$ cat src/rtl/vga_pkg.sv
// Shared types and constants for the VGA layer compositor and its raster counter.
package vga_pkg;

    localparam int unsigned N_BARS = 8;
    localparam int unsigned BAR_W  = 3;

    typedef struct packed {
        logic [7:0] r;
        logic [7:0] g;
        logic [7:0] b;
    } rgb_t;

    typedef enum logic [1:0] {
        MODE_NORMAL     = 2'd0,
        MODE_BARS       = 2'd1,
        MODE_SOLID      = 2'd2,
        MODE_NORMAL_ALT = 2'd3
    } vga_mode_t;

    typedef struct packed {
        int unsigned h_disp;
        int unsigned h_fporch;
        int unsigned h_sync;
        int unsigned h_bporch;
        int unsigned v_disp;
        int unsigned v_fporch;
        int unsigned v_sync;
        int unsigned v_bporch;
    } vga_timing_t;

    // 1280x1024 @ 60 Hz
    localparam vga_timing_t TIMING_SXGA60 = '{
        h_disp: 1280, h_fporch: 48, h_sync: 112, h_bporch: 248,
        v_disp: 1024, v_fporch: 1,  v_sync: 3,   v_bporch: 38
    };

    localparam rgb_t BAR_WHITE   = 24'hFFFFFF;
    localparam rgb_t BAR_YELLOW  = 24'hFFFF00;
    localparam rgb_t BAR_CYAN    = 24'h00FFFF;
    localparam rgb_t BAR_GREEN   = 24'h00FF00;
    localparam rgb_t BAR_MAGENTA = 24'hFF00FF;
    localparam rgb_t BAR_RED     = 24'hFF0000;
    localparam rgb_t BAR_BLUE    = 24'h0000FF;
    localparam rgb_t BAR_BLACK   = 24'h000000;

    function automatic rgb_t color_bar(input logic [BAR_W-1:0] idx);
        rgb_t c;
        case (idx)
            3'd0:    c = BAR_WHITE;
            3'd1:    c = BAR_YELLOW;
            3'd2:    c = BAR_CYAN;
            3'd3:    c = BAR_GREEN;
            3'd4:    c = BAR_MAGENTA;
            3'd5:    c = BAR_RED;
            3'd6:    c = BAR_BLUE;
            default: c = BAR_BLACK;
        endcase
        return c;
    endfunction

endpackage

$ cat src/rtl/vga_layer_compositor_if.sv
// Drawer bus: raster position out to the drawers, per-layer colour/valid back.
interface vga_layer_compositor_if #(
    parameter int unsigned PIX_WIDTH = 12,
    parameter int unsigned N_LAYERS  = 2
);
    logic [PIX_WIDTH-1:0]   pix_x;
    logic [PIX_WIDTH-1:0]   pix_y;
    logic [N_LAYERS*24-1:0] layer_data;
    logic [N_LAYERS-1:0]    layer_en;

    modport master (output pix_x, output pix_y, input layer_data, input layer_en);
    modport slave  (input pix_x, input pix_y, output layer_data, output layer_en);
endinterface

$ cat src/rtl/vga_raster_counter.sv
// Horizontal/vertical raster counters with registered sync, display-enable and frame-start.
module vga_raster_counter
    import vga_pkg::*;
#(
    parameter int unsigned PIX_WIDTH = 12,
    parameter int unsigned H_DISP    = TIMING_SXGA60.h_disp,
    parameter int unsigned H_FPORCH  = TIMING_SXGA60.h_fporch,
    parameter int unsigned H_SYNC    = TIMING_SXGA60.h_sync,
    parameter int unsigned H_BPORCH  = TIMING_SXGA60.h_bporch,
    parameter int unsigned V_DISP    = TIMING_SXGA60.v_disp,
    parameter int unsigned V_FPORCH  = TIMING_SXGA60.v_fporch,
    parameter int unsigned V_SYNC    = TIMING_SXGA60.v_sync,
    parameter int unsigned V_BPORCH  = TIMING_SXGA60.v_bporch,
    parameter logic        HS_POL    = 1'b0,
    parameter logic        VS_POL    = 1'b0
) (
    input  logic                 clk,
    input  logic                 rst,
    output logic [PIX_WIDTH-1:0] h,
    output logic [PIX_WIDTH-1:0] v,
    output logic                 hs,
    output logic                 vs,
    output logic                 de,
    output logic                 frame_start
);
    localparam int unsigned H_TOT = H_DISP + H_FPORCH + H_SYNC + H_BPORCH;
    localparam int unsigned V_TOT = V_DISP + V_FPORCH + V_SYNC + V_BPORCH;

    localparam logic [PIX_WIDTH-1:0] H_LAST   = PIX_WIDTH'(H_TOT - 1);
    localparam logic [PIX_WIDTH-1:0] V_LAST   = PIX_WIDTH'(V_TOT - 1);
    localparam logic [PIX_WIDTH-1:0] H_ACTIVE = PIX_WIDTH'(H_DISP);
    localparam logic [PIX_WIDTH-1:0] V_ACTIVE = PIX_WIDTH'(V_DISP);
    localparam logic [PIX_WIDTH-1:0] HS_BEG   = PIX_WIDTH'(H_DISP + H_FPORCH);
    localparam logic [PIX_WIDTH-1:0] HS_END   = PIX_WIDTH'(H_DISP + H_FPORCH + H_SYNC);
    localparam logic [PIX_WIDTH-1:0] VS_BEG   = PIX_WIDTH'(V_DISP + V_FPORCH);
    localparam logic [PIX_WIDTH-1:0] VS_END   = PIX_WIDTH'(V_DISP + V_FPORCH + V_SYNC);

    logic [PIX_WIDTH-1:0] h_nxt_c;
    logic [PIX_WIDTH-1:0] v_nxt_c;

    always_comb begin
        h_nxt_c = h + PIX_WIDTH'(1);
        v_nxt_c = v;
        if (h == H_LAST) begin
            h_nxt_c = '0;
            v_nxt_c = (v == V_LAST) ? '0 : v + PIX_WIDTH'(1);
        end
    end

    // Decodes are computed from the next position so they stay aligned with h/v.
    always_ff @(posedge clk) begin
        if (rst) begin
            h           <= '0;
            v           <= '0;
            hs          <= ~HS_POL;
            vs          <= ~VS_POL;
            de          <= 1'b1;
            frame_start <= 1'b1;
        end else begin
            h           <= h_nxt_c;
            v           <= v_nxt_c;
            hs          <= (h_nxt_c >= HS_BEG && h_nxt_c < HS_END) ? HS_POL : ~HS_POL;
            vs          <= (v_nxt_c >= VS_BEG && v_nxt_c < VS_END) ? VS_POL : ~VS_POL;
            de          <= (h_nxt_c < H_ACTIVE) && (v_nxt_c < V_ACTIVE);
            frame_start <= (h_nxt_c == '0) && (v_nxt_c == '0);
        end
    end

endmodule

$ cat src/rtl/vga_layer_compositor.sv
// VGA raster owner: drives drawer layers, merges them by priority, aligns sync with RGB.
module vga_layer_compositor
    import vga_pkg::*;
#(
    parameter int unsigned PIX_WIDTH = 12,
    parameter int unsigned N_LAYERS  = 2,
    parameter int unsigned LAYER_LAT = 1,
    parameter int unsigned H_DISP    = TIMING_SXGA60.h_disp,
    parameter int unsigned H_FPORCH  = TIMING_SXGA60.h_fporch,
    parameter int unsigned H_SYNC    = TIMING_SXGA60.h_sync,
    parameter int unsigned H_BPORCH  = TIMING_SXGA60.h_bporch,
    parameter int unsigned V_DISP    = TIMING_SXGA60.v_disp,
    parameter int unsigned V_FPORCH  = TIMING_SXGA60.v_fporch,
    parameter int unsigned V_SYNC    = TIMING_SXGA60.v_sync,
    parameter int unsigned V_BPORCH  = TIMING_SXGA60.v_bporch,
    parameter logic        HS_POL    = 1'b0,
    parameter logic        VS_POL    = 1'b0
) (
    input  logic                   clk_vga_i,
    input  logic                   rst_i,
    input  logic [1:0]             mode_i,
    input  logic [23:0]            bg_color_i,
    vga_layer_compositor_if.master drw,
    output logic                   frame_start_o,
    output logic [15:0]            frame_cnt_o,
    output logic                   vga_hs_o,
    output logic                   vga_vs_o,
    output logic                   vga_de_o,
    output logic [7:0]             vga_r_o,
    output logic [7:0]             vga_g_o,
    output logic [7:0]             vga_b_o
);
    localparam int unsigned DEPTH = LAYER_LAT + 1;
    localparam int unsigned CNT_W = 16;
    localparam int unsigned RGB_W = 24;

    // One raster position travelling down the latency-compensation line.
    typedef struct packed {
        logic [PIX_WIDTH-1:0] x;
        vga_mode_t            mode;
        logic                 hs;
        logic                 vs;
        logic                 de;
    } pipe_t;

    localparam pipe_t FLUSH = '{x: '0, mode: MODE_NORMAL, hs: ~HS_POL, vs: ~VS_POL, de: 1'b0};

    logic             raw_hs;
    logic             raw_vs;
    logic             raw_de;
    pipe_t            raw_c;
    pipe_t            tap_c;
    pipe_t            pipe_q [1:DEPTH];
    vga_mode_t        mode_q;
    rgb_t             layer_c;
    rgb_t             mix_c;
    rgb_t             rgb_q;
    logic [BAR_W-1:0] bar_c;
    logic [CNT_W-1:0] frame_cnt_q;

    vga_raster_counter #(
        .PIX_WIDTH (PIX_WIDTH),
        .H_DISP    (H_DISP),
        .H_FPORCH  (H_FPORCH),
        .H_SYNC    (H_SYNC),
        .H_BPORCH  (H_BPORCH),
        .V_DISP    (V_DISP),
        .V_FPORCH  (V_FPORCH),
        .V_SYNC    (V_SYNC),
        .V_BPORCH  (V_BPORCH),
        .HS_POL    (HS_POL),
        .VS_POL    (VS_POL)
    ) u_raster (
        .clk         (clk_vga_i),
        .rst         (rst_i),
        .h           (drw.pix_x),
        .v           (drw.pix_y),
        .hs          (raw_hs),
        .vs          (raw_vs),
        .de          (raw_de),
        .frame_start (frame_start_o)
    );

    // The frame-start pixel already uses the newly latched mode.
    always_comb begin
        raw_c      = FLUSH;
        raw_c.x    = drw.pix_x;
        raw_c.mode = frame_start_o ? vga_mode_t'(mode_i) : mode_q;
        raw_c.hs   = raw_hs;
        raw_c.vs   = raw_vs;
        raw_c.de   = raw_de;
    end

    generate
        if (LAYER_LAT == 0) begin : g_tap_direct
            assign tap_c = raw_c;
        end else begin : g_tap_pipe
            assign tap_c = pipe_q[LAYER_LAT];
        end
    endgenerate

    // Lowest-index enabled layer wins; test modes override the layers.
    always_comb begin
        layer_c = rgb_t'(bg_color_i);
        for (int k = N_LAYERS - 1; k >= 0; k--) begin
            if (drw.layer_en[k]) begin
                layer_c = rgb_t'(drw.layer_data[RGB_W*k +: RGB_W]);
            end
        end
        bar_c = BAR_W'((32'(tap_c.x) * N_BARS) / H_DISP);
        case (tap_c.mode)
            MODE_BARS:  mix_c = color_bar(bar_c);
            MODE_SOLID: mix_c = rgb_t'(bg_color_i);
            default:    mix_c = layer_c;
        endcase
    end

    always_ff @(posedge clk_vga_i) begin
        if (rst_i) begin
            for (int unsigned i = 1; i <= DEPTH; i++) begin
                pipe_q[i] <= FLUSH;
            end
            rgb_q       <= '0;
            mode_q      <= MODE_NORMAL;
            frame_cnt_q <= '0;
        end else begin
            pipe_q[1] <= raw_c;
            for (int unsigned i = 2; i <= DEPTH; i++) begin
                pipe_q[i] <= pipe_q[i-1];
            end
            rgb_q <= tap_c.de ? mix_c : rgb_t'('0);
            if (frame_start_o) begin
                mode_q      <= raw_c.mode;
                frame_cnt_q <= frame_cnt_q + CNT_W'(1);
            end
        end
    end

    assign vga_hs_o    = pipe_q[DEPTH].hs;
    assign vga_vs_o    = pipe_q[DEPTH].vs;
    assign vga_de_o    = pipe_q[DEPTH].de;
    assign vga_r_o     = rgb_q.r;
    assign vga_g_o     = rgb_q.g;
    assign vga_b_o     = rgb_q.b;
    assign frame_cnt_o = frame_cnt_q;

endmodule

$ cat src/flat_wrapper.sv
// flat-port wrapper written by rule: the top's interface ports become plain ports
module vga_layer_compositor_flat import vga_pkg::*;
#(
    parameter int unsigned PIX_WIDTH = 12,
    parameter int unsigned N_LAYERS  = 2,
    parameter int unsigned LAYER_LAT = 1,
    parameter int unsigned H_DISP    = TIMING_SXGA60.h_disp,
    parameter int unsigned H_FPORCH  = TIMING_SXGA60.h_fporch,
    parameter int unsigned H_SYNC    = TIMING_SXGA60.h_sync,
    parameter int unsigned H_BPORCH  = TIMING_SXGA60.h_bporch,
    parameter int unsigned V_DISP    = TIMING_SXGA60.v_disp,
    parameter int unsigned V_FPORCH  = TIMING_SXGA60.v_fporch,
    parameter int unsigned V_SYNC    = TIMING_SXGA60.v_sync,
    parameter int unsigned V_BPORCH  = TIMING_SXGA60.v_bporch,
    parameter logic        HS_POL    = 1'b0,
    parameter logic        VS_POL    = 1'b0
)
  (clk_vga_i, rst_i, mode_i, bg_color_i, frame_start_o, frame_cnt_o, vga_hs_o, vga_vs_o, vga_de_o, vga_r_o, vga_g_o, vga_b_o, drw_pix_x, drw_pix_y, drw_layer_data, drw_layer_en);
  vga_layer_compositor_if #(.PIX_WIDTH(PIX_WIDTH), .N_LAYERS(N_LAYERS)) drw_i ();
  input  logic clk_vga_i;
  input  logic rst_i;
  input  logic [1:0] mode_i;
  input  logic [23:0] bg_color_i;
  output logic frame_start_o;
  output logic [15:0] frame_cnt_o;
  output logic vga_hs_o;
  output logic vga_vs_o;
  output logic vga_de_o;
  output logic [7:0] vga_r_o;
  output logic [7:0] vga_g_o;
  output logic [7:0] vga_b_o;
  output wire logic [$bits(drw_i.pix_x)-1:0] drw_pix_x;
  output wire logic [$bits(drw_i.pix_y)-1:0] drw_pix_y;
  input wire logic [$bits(drw_i.layer_data)-1:0] drw_layer_data;
  input wire logic [$bits(drw_i.layer_en)-1:0] drw_layer_en;
  assign drw_pix_x = drw_i.pix_x;
  assign drw_pix_y = drw_i.pix_y;
  assign drw_i.layer_data = drw_layer_data;
  assign drw_i.layer_en = drw_layer_en;
  vga_layer_compositor #(.PIX_WIDTH(PIX_WIDTH), .N_LAYERS(N_LAYERS), .LAYER_LAT(LAYER_LAT), .H_DISP(H_DISP), .H_FPORCH(H_FPORCH), .H_SYNC(H_SYNC), .H_BPORCH(H_BPORCH), .V_DISP(V_DISP), .V_FPORCH(V_FPORCH), .V_SYNC(V_SYNC), .V_BPORCH(V_BPORCH), .HS_POL(HS_POL), .VS_POL(VS_POL)) u_core (.clk_vga_i(clk_vga_i), .rst_i(rst_i), .mode_i(mode_i), .bg_color_i(bg_color_i), .drw(drw_i), .frame_start_o(frame_start_o), .frame_cnt_o(frame_cnt_o), .vga_hs_o(vga_hs_o), .vga_vs_o(vga_vs_o), .vga_de_o(vga_de_o), .vga_r_o(vga_r_o), .vga_g_o(vga_g_o), .vga_b_o(vga_b_o));
endmodule
$ cat config.mk
export PLATFORM = sky130hd
export DESIGN_NAME = vga_layer_compositor_flat
export DESIGN_NICKNAME = d
export VERILOG_FILES = /design/src/rtl/vga_pkg.sv /design/src/rtl/vga_layer_compositor_if.sv /design/src/rtl/vga_raster_counter.sv /design/src/rtl/vga_layer_compositor.sv /design/src/flat_wrapper.sv
export SDC_FILE = /design/constraint.sdc
export NUM_CORES = 1
export LEC_CHECK = 0
export CAP_MARGIN = 20
export CORE_ASPECT_RATIO = 2
export CORE_UTILIZATION = 30
export DETAILED_ROUTE_END_ITERATION = 12
export MAX_ROUTING_LAYER = met4
export SETUP_SLACK_MARGIN = 0.05
export SLEW_MARGIN = 20
export SYNTH_ARGS = -nofsm -noshare
export SYNTH_HDL_FRONTEND = slang
export SYNTH_SLANG_ARGS = --single-unit
$ cat constraint.sdc
create_clock -name clk_vga_i -period 8.8 [get_ports clk_vga_i]
set_clock_uncertainty 0.15 [all_clocks]
set_input_delay 2.2 -clock clk_vga_i [delete_from_list [all_inputs] [get_ports clk_vga_i]]
set_output_delay 2.2 -clock clk_vga_i [all_outputs]
set_load 0.05 [all_outputs]
==> results of run 1 <==
==> layer usage <==
| metal | up-vias | track usage (%) |
|---|---|---|
| met3 | 29 | 3.54 |
| met1 | 2081 | 16.5 |
| met4 | 0 | 8.76 |
| met5 | - | - |
| li1 | 2183 | - |
| met2 | 168 | 34.2 |
==> worst max-delay path, delay by kind of cell <==
family / cells / cell delay (ps)
buffers and inverters: 3 / 880
and+or+nand+nor: 2 / 750
AOI/OAI and AO/OA: 2 / 700
==> final timing paths <==
kind,start,to,slack [ps]
setup / recovery,rst_i,u_core.vga_b_o[0],4330
hold / removal,u_core.u_raster.vs,u_core.pipe_q[1][1],260
setup reg to reg,u_core.pipe_q[1][14],u_core.vga_b_o[0],4890
hold reg to reg,u_core.u_raster.vs,u_core.pipe_q[1][1],260
==> power by group <==
| group | internal (mW) | leakage [nW] | switching, mW |
|---|---|---|---|
| clock network | 0.251 | 0.158 | 0.166 |
| registers | 0.420 | 0.732 | 0.00716 |
| logic | 0.0706 | 1.57 | 0.0814 |
| total | 0.741 | 2.46 | 0.255 |
==> kinds of logic after synthesis <==
logic type                 after synthesis
buffers and inverters                   56
muxes                                   45
DFF                                     90
xor gates and xnor gates                30
adders and majority gates                8
AOI/OAI and AO/OA                      116
and+or+nand+nor                        201
==> area by class of cell <==
class | count | area (um^2)
Clock buffer | 10 | 229
Clock inverter | 6 | 90.1
Fill cell | 1509 | 8870
Inverter | 8 | 30.0
Multi-Input combinational cell | 400 | 2710
Sequential cell | 90 | 1800
Tap cell | 198 | 248
Timing Repair Buffer | 148 | 1470
==> registers in the layout (all words and copies together) (netlist names) <==
register and cells:
u_core.frame_cnt_o 16, u_core.mode_q 2, u_core.pipe_q 20, u_core.u_raster.de 1
u_core.u_raster.frame_start 1, u_core.u_raster.h 12, u_core.u_raster.hs 1, u_core.u_raster.v 12
u_core.u_raster.vs 1, u_core.vga_b_o 8, u_core.vga_g_o 8, u_core.vga_r_o 8
==> stage by stage <==
step | power [mW] | area (um^2) | hold WS (ps) | utilization [%]
after floorplan | 0.520 | 4780 | 239 | -
final | 0.996 | 6580 | 257 | 42.6
after detailed placement | 0.589 | 6260 | 243 | 40.5
after global routing | 1.04 | 6580 | 278 | 42.6
after CTS | 1.01 | 6580 | 258 | 42.6
after global placement | 0.588 | 6270 | 243 | 40.6
==> placed cells by master (no fill, tap or decap), types with 8 or more instances in the layout <==
master	netlist	layout
sky130_fd_sc_hd__xor2_1	21	21
sky130_fd_sc_hd__dfxtp_1	90	90
sky130_fd_sc_hd__clkdlybuf4s50_1	0	144
sky130_fd_sc_hd__xnor2_1	9	9
sky130_fd_sc_hd__nand3_1	16	16
sky130_fd_sc_hd__and3_1	12	12
sky130_fd_sc_hd__clkbuf_16	0	9
sky130_fd_sc_hd__mux2_2	16	16
sky130_fd_sc_hd__nor2b_1	20	20
sky130_fd_sc_hd__a31oi_1	9	9
sky130_fd_sc_hd__o21ai_0	23	23
sky130_fd_sc_hd__a22oi_1	8	8
sky130_fd_sc_hd__a221oi_1	16	16
sky130_fd_sc_hd__mux2i_1	29	29
sky130_fd_sc_hd__a21oi_1	17	17
sky130_fd_sc_hd__o32ai_1	8	8
sky130_fd_sc_hd__nor2_1	51	51
sky130_fd_sc_hd__nand2_1	48	48
==> insert_results.sql, run 1 <==
INSERT INTO impl_metrics (metric_group, metric, value, unit) VALUES
('worst_setup_path', 'required', '8880', 'ps'),
('timing', 'final.setup.tns', '0', 'ps'),
('timing', 'final-hold-violation-count', '0', ''),
('synth', 'synth_fp_nets', '631', ''),
('worst_setup_path', 'worst-setup-path-type', 'input pin to flop', ''),
('run', 'maxCapViolations', '0', ''),
('synth', 'mappedNetlistArea', '4780', 'um^2'),
('detailed_routing', 'met1_length', '5.21', 'mm'),
('global_routing', 'grt_overflow_total', '0', ''),
('layout', 'diodes', '0', ''),
('worst_setup_path', 'critPathMaxFanout', '52', ''),
('detailed_routing', 'detailroute.wirelength.met2', '7.83', 'mm'),
('global_routing', 'grt_antenna_before_repair', '0', ''),
('synth', 'postSynth.topFlopCell', 'sky130_fd_sc_hd__dfxtp_1', ''),
('layout', 'drive_gt1_share', '7.55', '%'),
('place', 'hpwlAfterDp', '10.8', 'mm'),
('die', 'die_y_extent', '180', 'um'),
('detailed_routing', 'detail_route.drc_violations', '0', ''),
('worst_setup_path', 'cp-start-kind', 'input pin', ''),
('synth', 'synth.ff_latch_count', '90', ''),
('layout', 'layoutNonFillerInstCount', '860', ''),
('timing', 'number_of_failing_setup_endpoints_in_the_final_timing_report', '0', ''),
('clock_network', 'post_cts_buffers', '0', ''),
('power_and_ir_drop', 'leakage', '2.46', 'nW'),
('clock_network', 'tritoncts', 'yes', ''),
('timing', 'grt_setup_unrepaired', 'no', ''),
('timing', 'slew_viol_final', '0', ''),
('synth', 'yosysMostFrequentCell', 'sky130_fd_sc_hd__dfxtp_1', ''),
('run_status', 'status', 'finished, final reports clean', ''),
('timing', 'layout_setup_ws', '4330', 'ps'),
('synth', 'post_synth_fa_ha_maj_area_fraction', '2.04', '%'),
('detailed_routing', 'route.detailed.wl_per_inst', '16.7', 'um'),
('synth', 'yosys-top-cells-area', 'sky130_fd_sc_hd__dfxtp_1, sky130_fd_sc_hd__mux2i_1, sky130_fd_sc_hd__nor2_1', ''),
('detailed_routing', 'dr_wl_met3', '809', 'um'),
('clock_network', 'cts_repair_resize_count', '0', ''),
('power_and_ir_drop', 'worst_ir_drop_vdd', '0.131', 'mV'),
('timing', 'achievable-frequency', '224', 'MHz'),
('layout', 'finalNetCount', '742', ''),
('clock_network', 'clock_sink_count', '90', ''),
('synth', 'netlist_instances', '546', ''),
('place', 'pre_cts_ws', '3920', 'ps'),
('detailed_routing', 'routed_wl', '14.3', 'mm'),
('clock_network', 'h_tree_levels', '3', ''),
('synth', 'yosys_warnings', '0', ''),
('detailed_routing', 'drt_iter0_markers', '212', ''),
('die', 'floorplan_core_area', '15500', 'um^2'),
('synth', 'synth_xor_area_share', '5.50', '%'),
('synth', 'syn_avg_cell_area', '8.75', 'um^2'),
('die', 'initial_utilization', '30.9', '%'),
('worst_hold_path', 'timing.hold.worst.class', 'flop to flop', ''),
('synth', 'share_of_synthesized_cell_area_in_and_or_nand_and_nor_gates', '21.8', '%'),
('synth', 'register_area_share_after_synthesis', '37.7', '%'),
('die', 'chipWidth', '91.2', 'um'),
('worst_setup_path', 'worst_ep_arrival_time', '4560', 'ps'),
('timing', 'worst_slew_pin_slew', '962', 'ps'),
('worst_setup_path', 'crit_path_top_delay_cell', 'sky130_fd_sc_hd__nand2b_1', ''),
('place', 'dp_cells', '844', ''),
('place', 'gp_congestion', '0.883', ''),
('clock_network', 'holdBufCountCts', '0', ''),
('worst_setup_path', 'worstSetupEndpointType', 'flop', ''),
('global_routing', 'grt_pass1_vias', '4555', ''),
('synth', 'netlist_top_cells_count', 'sky130_fd_sc_hd__dfxtp_1, sky130_fd_sc_hd__nor2_1, sky130_fd_sc_hd__nand2_1, sky130_fd_sc_hd__mux2i_1, sky130_fd_sc_hd__clkbuf_1', ''),
('detailed_routing', 'route.detailed.vias_per_inst', '5.19', ''),
('detailed_routing', 'route.top_layer_used', 'met4', ''),
('synth', 'muxShareOfSynthArea', '9.85', '%'),
('timing', 'fin_crit', '4470', 'ps'),
('clock_network', 'clock_latency_reported_for_the_late_side_of_the_worst_skew_pair', '330', 'ps'),
('die', 'rows', '64', ''),
('clock_network', 'cts.root.buffer_cell', 'sky130_fd_sc_hd__clkbuf_16', ''),
('synth', 'combinational_family_with_the_most_area_after_synthesis', 'simple AND/OR/NAND/NOR gates', ''),
('die', 'io_count', '146', '');
No activity file was read; power rests on OpenSTA's default activity.
==> run 2, diff against run 1 <==
==> constraint.sdc (replaced) <==
create_clock -name clk_vga_i -period 3.8 [get_ports clk_vga_i]
set_clock_uncertainty 0.15 [all_clocks]
set_input_delay 0.95 -clock clk_vga_i [delete_from_list [all_inputs] [get_ports clk_vga_i]]
set_output_delay 0.95 -clock clk_vga_i [all_outputs]
set_load 0.05 [all_outputs]
==> insert_results.sql, run 2 (synthesis results as in run 1) <==
INSERT INTO impl_metrics (metric_group, metric, value, unit) VALUES
('power_and_ir_drop', 'swShare', '25.9', '%'),
('layout', 'synthToLayoutAreaGrowth', '39.5', '%'),
('power_and_ir_drop', 'worst_ir_drop_vdd', '0.205', 'mV'),
('layout', 'drive_gt1_share', '9.55', '%'),
('detailed_routing', 'route.detailed.wl_per_inst', '16.9', 'um'),
('timing', 'period_share', '92.7', '%'),
('worst_setup_path', 'critPathMaxFanout', '11', ''),
('detailed_routing', 'drt_iter0_markers', '140', ''),
('clock_network', 'clkTransAtPathRegs', '70', 'ps'),
('die', 'floorplan.die_area', '16500', 'um^2'),
('power_and_ir_drop', 'leakage', '2.49', 'nW'),
('die', 'die_y_extent', '180', 'um'),
('timing', 'slew_viol_final', '0', ''),
('layout', 'layout.cells.most_common_list', 'sky130_fd_sc_hd__clkdlybuf4s50_1, sky130_fd_sc_hd__dfxtp_1, sky130_fd_sc_hd__nor2_1', ''),
('worst_setup_path', 'cp-start-kind', 'flop', ''),
('place', 'dpl-instance-area', '6330', 'um^2'),
('timing', 'achievable-frequency', '284', 'MHz'),
('global_routing', 'grt_antenna_before_repair', '0', ''),
('detailed_routing', 'detail_route.drc_violations', '0', ''),
('power_and_ir_drop', 'p_int', '1.67', 'mW'),
('global_routing', 'grt_util_all_layers', '18.4', '%'),
('die', 'chipWidth', '91.2', 'um'),
('power_and_ir_drop', 'seq_power_share', '43.8', '%'),
('global_routing', 'first_pass_grt_wire_length', '23.2', 'mm'),
('clock_network', 'tritoncts', 'yes', ''),
('worst_hold_path', 'min_from', 'u_core.pipe_q[1][2]', ''),
('worst_hold_path', 'timing.hold.worst.class', 'flop to flop', ''),
('detailed_routing', 'route.detailed.vias_per_inst', '5.22', ''),
('detailed_routing', 'drt_first_pass_iters', '4', ''),
('power_and_ir_drop', 'pwr_density_cell', '339', 'nW/um^2'),
('clock_network', 'cts.root.buffer_cell', 'sky130_fd_sc_hd__clkbuf_16', ''),
('clock_network', 'clock_tree.buffer_depth', '2', ''),
('worst_setup_path', 'setup.reg_to_reg.worst_slack', '280', 'ps'),
('die', 'initial_utilization', '30.9', '%'),
('timing', 'layout_setup_ws', '278', 'ps'),
('worst_setup_path', 'critical_path.startpoint', 'u_core.pipe_q[1][15]', ''),
('die', 'io_count', '146', ''),
('worst_setup_path', 'reg2reg_to', 'u_core.vga_b_o[1]', ''),
('clock_network', 'clock_latency_reported_for_the_late_side_of_the_worst_skew_pair', '340', 'ps'),
('timing', 'timing.max_slew.rel_slack', '46.9', '%'),
('global_routing', 'grt_overflow_total', '0', ''),
('detailed_routing', 'routed_wl', '14.7', 'mm'),
('detailed_routing', 'antenna_left', '0', ''),
('worst_setup_path', 'required', '3890', 'ps'),
('worst_setup_path', 'r2r_cells', '10', ''),
('timing', 'final.setup.tns', '0', 'ps'),
('power_and_ir_drop', 'p_sw', '0.586', 'mW'),
('place', 'gp_congestion', '0.939', ''),
('clock_network', 'cts_made_buffers', '9', ''),
('die', 'floorplan_core_area', '15500', 'um^2'),
('timing', 'number_of_failing_setup_endpoints_in_the_final_timing_report', '0', ''),
('place', 'hpwlAfterDp', '11.2', 'mm'),
('layout', 'diodes', '0', ''),
('timing', 'fin_crit', '3520', 'ps'),
('timing', 'worst_slew_pin_slew', '794', 'ps'),
('detailed_routing', 'via_count', '4531', ''),
('clock_network', 'h_tree_levels', '3', ''),
('run_status', 'status', 'finished, final reports clean', ''),
('layout', 'number_of_flip_flops_in_the_largest_register', '20', ''),
('power_and_ir_drop', 'clock_power_share', '40.2', '%'),
('place', 'pre_cts_ws', '130', 'ps'),
('layout', 'fin_area', '6670', 'um^2'),
('layout', 'regMostFlops', 'u_core.pipe_q', ''),
('layout', 'mostFrequentLayoutCell', 'sky130_fd_sc_hd__clkdlybuf4s50_1', ''),
('worst_setup_path', 'worst_ep_arrival_time', '3610', 'ps'),
('worst_setup_path', 'critPathCapture', 'u_core.vga_b_o[1]', ''),
('timing', 'final-hold-violation-count', '0', ''),
('clock_network', 'clock_sink_count', '90', ''),
('global_routing', 'grt_pass1_vias', '4492', ''),
('clock_network', 'holdBufCountCts', '0', ''),
('power_and_ir_drop', 'power_share_of_the_combinational_group', '16.0', '%'),
('run', 'maxCapViolations', '0', ''),
('die', 'rows', '64', ''),
('layout', 'finalNetCount', '751', ''),
('worst_setup_path', 'reg2reg_from', 'u_core.pipe_q[1][15]', ''),
('global_routing', 'largest_net_degree_at_the_start_of_global_routing', '25', ''),
('place', 'buffer_ports.inserted', '145', ''),
('worst_setup_path', 'worstSetupEndpointType', 'flop', ''),
('timing', 'grt_setup_unrepaired', 'no', ''),
('worst_setup_path', 'worst-setup-path-type', 'flop to flop', '');
-- run 2: final cells by class --
type,instances,area [um^2]
multi-input combinational,400,2740
inverter,8,30.0
timing repair buffer,157,1540
clock inverter,5,62.6
fill,1528,8790
tap,198,248
sequential,90,1800
clock buffer,10,239
-- run 2: stage by stage --
stage	power, mW	hold slack, ps	utilization [%]	instances
6_report	2.26	265	43.1	868
5_1_grt	2.36	283	43.1	868
4_1_cts	2.29	267	42.9	868
3_5_place_dp	1.37	249	41.0	853
3_3_place_gp	1.37	247	41.0	853
2_1_floorplan	1.21	239	-	546
-- run 2: power by group through the flow --
stage / Combinational (mW) / Clock [mW] / Sequential, mW
4_1_cts: 0.364 / 0.939 / 0.989
6_report: 0.361 / 0.908 / 0.989
5_1_grt: 0.385 / 0.981 / 0.992
3_3_place_gp: 0.360 / 0 / 1.01
2_1_floorplan: 0.128 / 0 / 1.08
3_5_place_dp: 0.361 / 0 / 1.01
-- run 2: worst min path at each step --
| stage | slack, ps | endpoint | cells after the start |
|---|---|---|---|
| CTS | 270 | u_core.pipe_q[1][2] | 1 |
| global route | 280 | u_core.pipe_q[1][2] | 1 |
| floorplan | 240 | u_core.pipe_q[1][1] | 1 |
| global placement | 250 | u_core.pipe_q[1][2] | 1 |
| detailed placement | 250 | u_core.pipe_q[2][1] | 1 |
| finish | 270 | u_core.pipe_q[2][2] | 1 |
-- run 2: worst max-delay path: stages (launching register included) --
cell                        delay, ps
sky130_fd_sc_hd__dfxtp_2          390
sky130_fd_sc_hd__or2_1            350
sky130_fd_sc_hd__ha_4             330
sky130_fd_sc_hd__and2b_4          220
sky130_fd_sc_hd__o2bb2ai_2        160
sky130_fd_sc_hd__a2111o_1         500
sky130_fd_sc_hd__and3_4           210
sky130_fd_sc_hd__o21ai_2          220
sky130_fd_sc_hd__a31oi_1          130
sky130_fd_sc_hd__a221o_2          460
sky130_fd_sc_hd__o32ai_1          310
-- run 2: timing repair --
action	in CTS	in global routing
buffers inserted	0	0
setup endpoints to repair	0	16
gates resized for setup	0	6
hold endpoints to repair	0	0
-- run 2: routing by layer --
| metal | vias to the layer above | GRT usage (%) | part of all wire [%] |
|---|---|---|---|
| li1 | 2203 | - | - |
| met1 | 2137 | 17.4 | 36 |
| met2 | 174 | 35.5 | 56 |
| met3 | 17 | 4.09 | 6.2 |
| met4 | 0 | 6.79 | 2.1 |
| met5 | - | - | 0 |
==> run 3, diff against run 2 <==
--- a/config.mk
+++ b/config.mk
@@ -5,8 +5,9 @@
 export SDC_FILE = /design/constraint.sdc
 export NUM_CORES = 1
 export LEC_CHECK = 0
-export CAP_MARGIN = 20
+export CAP_MARGIN = 0
 export CORE_ASPECT_RATIO = 2
+export CORE_MARGIN = 2
 export CORE_UTILIZATION = 30
 export DETAILED_ROUTE_END_ITERATION = 12
 export MAX_ROUTING_LAYER = met4
==> insert_results.sql, run 3 (synthesis results as in run 1) <==
INSERT INTO impl_metrics (metric_group, metric, value, unit) VALUES
('place', 'hpwlAfterDp', '11.7', 'mm'),
('layout', 'regMostFlops', 'u_core.pipe_q', ''),
('power_and_ir_drop', 'leakage', '2.48', 'nW'),
('layout', 'number_of_flip_flops_in_the_largest_register', '20', ''),
('clock_network', 'cts.root.buffer_cell', 'sky130_fd_sc_hd__clkbuf_16', ''),
('layout', 'postLayoutCoreUtil', '42.3', '%'),
('worst_setup_path', 'critPathMaxFanout', '18', ''),
('place', 'dp_cells', '854', ''),
('power_and_ir_drop', 'worst_ir_drop_vdd', '0.209', 'mV'),
('layout', 'layout.cells.most_common_list', 'sky130_fd_sc_hd__clkdlybuf4s50_1, sky130_fd_sc_hd__dfxtp_1, sky130_fd_sc_hd__nor2_1', ''),
('detailed_routing', 'detail_route.drc_violations', '0', ''),
('layout', 'fin_area', '6640', 'um^2'),
('power_and_ir_drop', 'pwr_density_cell', '346', 'nW/um^2'),
('layout', 'finalNetCount', '749', ''),
('place', 'gp_congestion', '0.888', ''),
('global_routing', 'grt_antenna_before_repair', '0', ''),
('worst_setup_path', 'worst_ep_arrival_time', '3550', 'ps'),
('global_routing', 'grt_pass1_vias', '4447', ''),
('clock_network', 'clock_sink_count', '90', ''),
('layout', 'final.fill_count', '1562', ''),
('clock_network', 'post_cts_buffers', '0', ''),
('timing', 'worst_slew_pin_slew', '955', 'ps'),
('timing', 'slew_viol_final', '0', ''),
('die', 'die_y_extent', '182', 'um'),
('layout', 'layoutNonFillerInstCount', '869', ''),
('worst_hold_path', 'timing.hold.worst.class', 'flop to flop', ''),
('place', 'pre_cts_ws', '316', 'ps'),
('place', 'dpl-instance-area', '6320', 'um^2'),
('timing', 'achievable-frequency', '285', 'MHz'),
('detailed_routing', 'drt_iter0_markers', '167', ''),
('detailed_routing', 'antenna_left', '0', ''),
('timing', 'grt_setup_unrepaired', 'no', ''),
('worst_setup_path', 'worst-setup-path-type', 'flop to flop', ''),
('run', 'maxCapViolations', '0', ''),
('layout', 'mostFrequentLayoutCell', 'sky130_fd_sc_hd__clkdlybuf4s50_1', ''),
('clock_network', 'tritoncts', 'yes', ''),
('detailed_routing', 'via_count', '4470', ''),
('worst_setup_path', 'required', '3840', 'ps'),
('timing', 'holdWs', '263', 'ps'),
('global_routing', 'grt_overflow_total', '0', ''),
('die', 'floorplan.die_area', '17000', 'um^2'),
('die', 'rows', '65', ''),
('die', 'floorplan_core_area', '15700', 'um^2'),
('die', 'initial_utilization', '30.4', '%'),
('layout', 'diodes', '0', ''),
('clock_network', 'holdBufCountCts', '0', ''),
('clock_network', 'cts_made_buffers', '9', ''),
('global_routing', 'grt_util_all_layers', '17.6', '%'),
('timing', 'final.setup.tns', '0', 'ps'),
('place', 'buffer_ports.inserted', '145', ''),
('detailed_routing', 'routed_wl', '14.9', 'mm'),
('worst_setup_path', 'cp-start-kind', 'flop', ''),
('die', 'chipWidth', '93.2', 'um'),
('run_status', 'status', 'finished, final reports clean', ''),
('detailed_routing', 'route.detailed.vias_per_inst', '5.14', ''),
('timing', 'layout_setup_ws', '296', 'ps'),
('detailed_routing', 'drt_first_pass_iters', '4', ''),
('die', 'io_count', '146', ''),
('clock_network', 'clock_latency_reported_for_the_late_side_of_the_worst_skew_pair', '340', 'ps'),
('timing', 'number_of_failing_setup_endpoints_in_the_final_timing_report', '0', ''),
('detailed_routing', 'route.detailed.wl_per_inst', '17.2', 'um'),
('clock_network', 'clock_tree.buffer_depth', '2', ''),
('layout', 'synthToLayoutAreaGrowth', '39.0', '%'),
('power_and_ir_drop', 'power.total', '2.30', 'mW'),
('global_routing', 'largest_net_degree_at_the_start_of_global_routing', '52', ''),
('clock_network', 'cts_repair_resize_count', '0', ''),
('timing', 'period_share', '92.2', '%'),
('layout', 'drive_gt1_share', '8.38', '%'),
('worst_setup_path', 'worstSetupEndpointType', 'flop', ''),
('timing', 'final-hold-violation-count', '0', ''),
('clock_network', 'h_tree_levels', '3', ''),
('clock_network', 'clkTransAtPathRegs', '60', 'ps'),
('global_routing', 'first_pass_grt_wire_length', '22.9', 'mm'),
('timing', 'timing.max_slew.rel_slack', '36.3', '%'),
('timing', 'fin_crit', '3500', 'ps');
==> run 3: cell count changes in the layout (fill, tap and decap cells not counted), moves of 2 or more <==
cell                         delta
sky130_fd_sc_hd__dfxtp_1        +2
sky130_fd_sc_hd__buf_4          -2
sky130_fd_sc_hd__dfxtp_2        -2
sky130_fd_sc_hd__clkinvlp_4     +2
==> run 3: final cells by class <==
class                   count  area [um^2]  area share [%]
clock buffers               9          225            3.39
multi-input cells         400         2710            40.9
flip-flops and latches     90         1800            27.1
clock inverters             6         91.3            1.38
repair buffers            155         1530            23.0
well taps                 201          251            3.79
inverters                   8         30.0           0.452
==> run 3: per-layer routing <==
layer	wire length (um)	part of all wire, %	track usage, %
met5	0	0	-
met4	489	3.3	7.59
met3	918	6.1	3.84
met2	8370	56	34.2
met1	5160	35	15.7
==> run 3: path summary, 6_finish.rpt <==
path / startpoint / endpoint / slack [ps] / cells past startpoint
max reg2reg: u_core.pipe_q[1][16] / u_core.vga_b_o[0] / 300 / 10
min: u_core.pipe_q[1][2] / u_core.pipe_q[2][2] / 260 / 1
min reg2reg: u_core.pipe_q[1][2] / u_core.pipe_q[2][2] / 260 / 1
max: u_core.pipe_q[1][16] / u_core.vga_b_o[0] / 300 / 10
==> run 3: worst max-delay path: stages, from the launching register on <==
cell and delay (ps):
sky130_fd_sc_hd__dfxtp_1 650, sky130_fd_sc_hd__ha_1 380, sky130_fd_sc_hd__and2b_4 330, sky130_fd_sc_hd__o21ai_1 70, sky130_fd_sc_hd__a211oi_1 320, sky130_fd_sc_hd__buf_4 240
sky130_fd_sc_hd__a32o_1 240, sky130_fd_sc_hd__o21ai_2 100, sky130_fd_sc_hd__o2bb2ai_1 130, sky130_fd_sc_hd__a21oi_1 540, sky130_fd_sc_hd__o32ai_1 200
==> run 3: power breakdown <==
group	total [mW]	leakage (nW)	internal, mW	switching, mW
clock network	0.950	0.144	0.575	0.375
logic	0.358	1.61	0.168	0.189
registers	0.988	0.732	0.972	0.0164
total	2.30	2.48	1.71	0.581
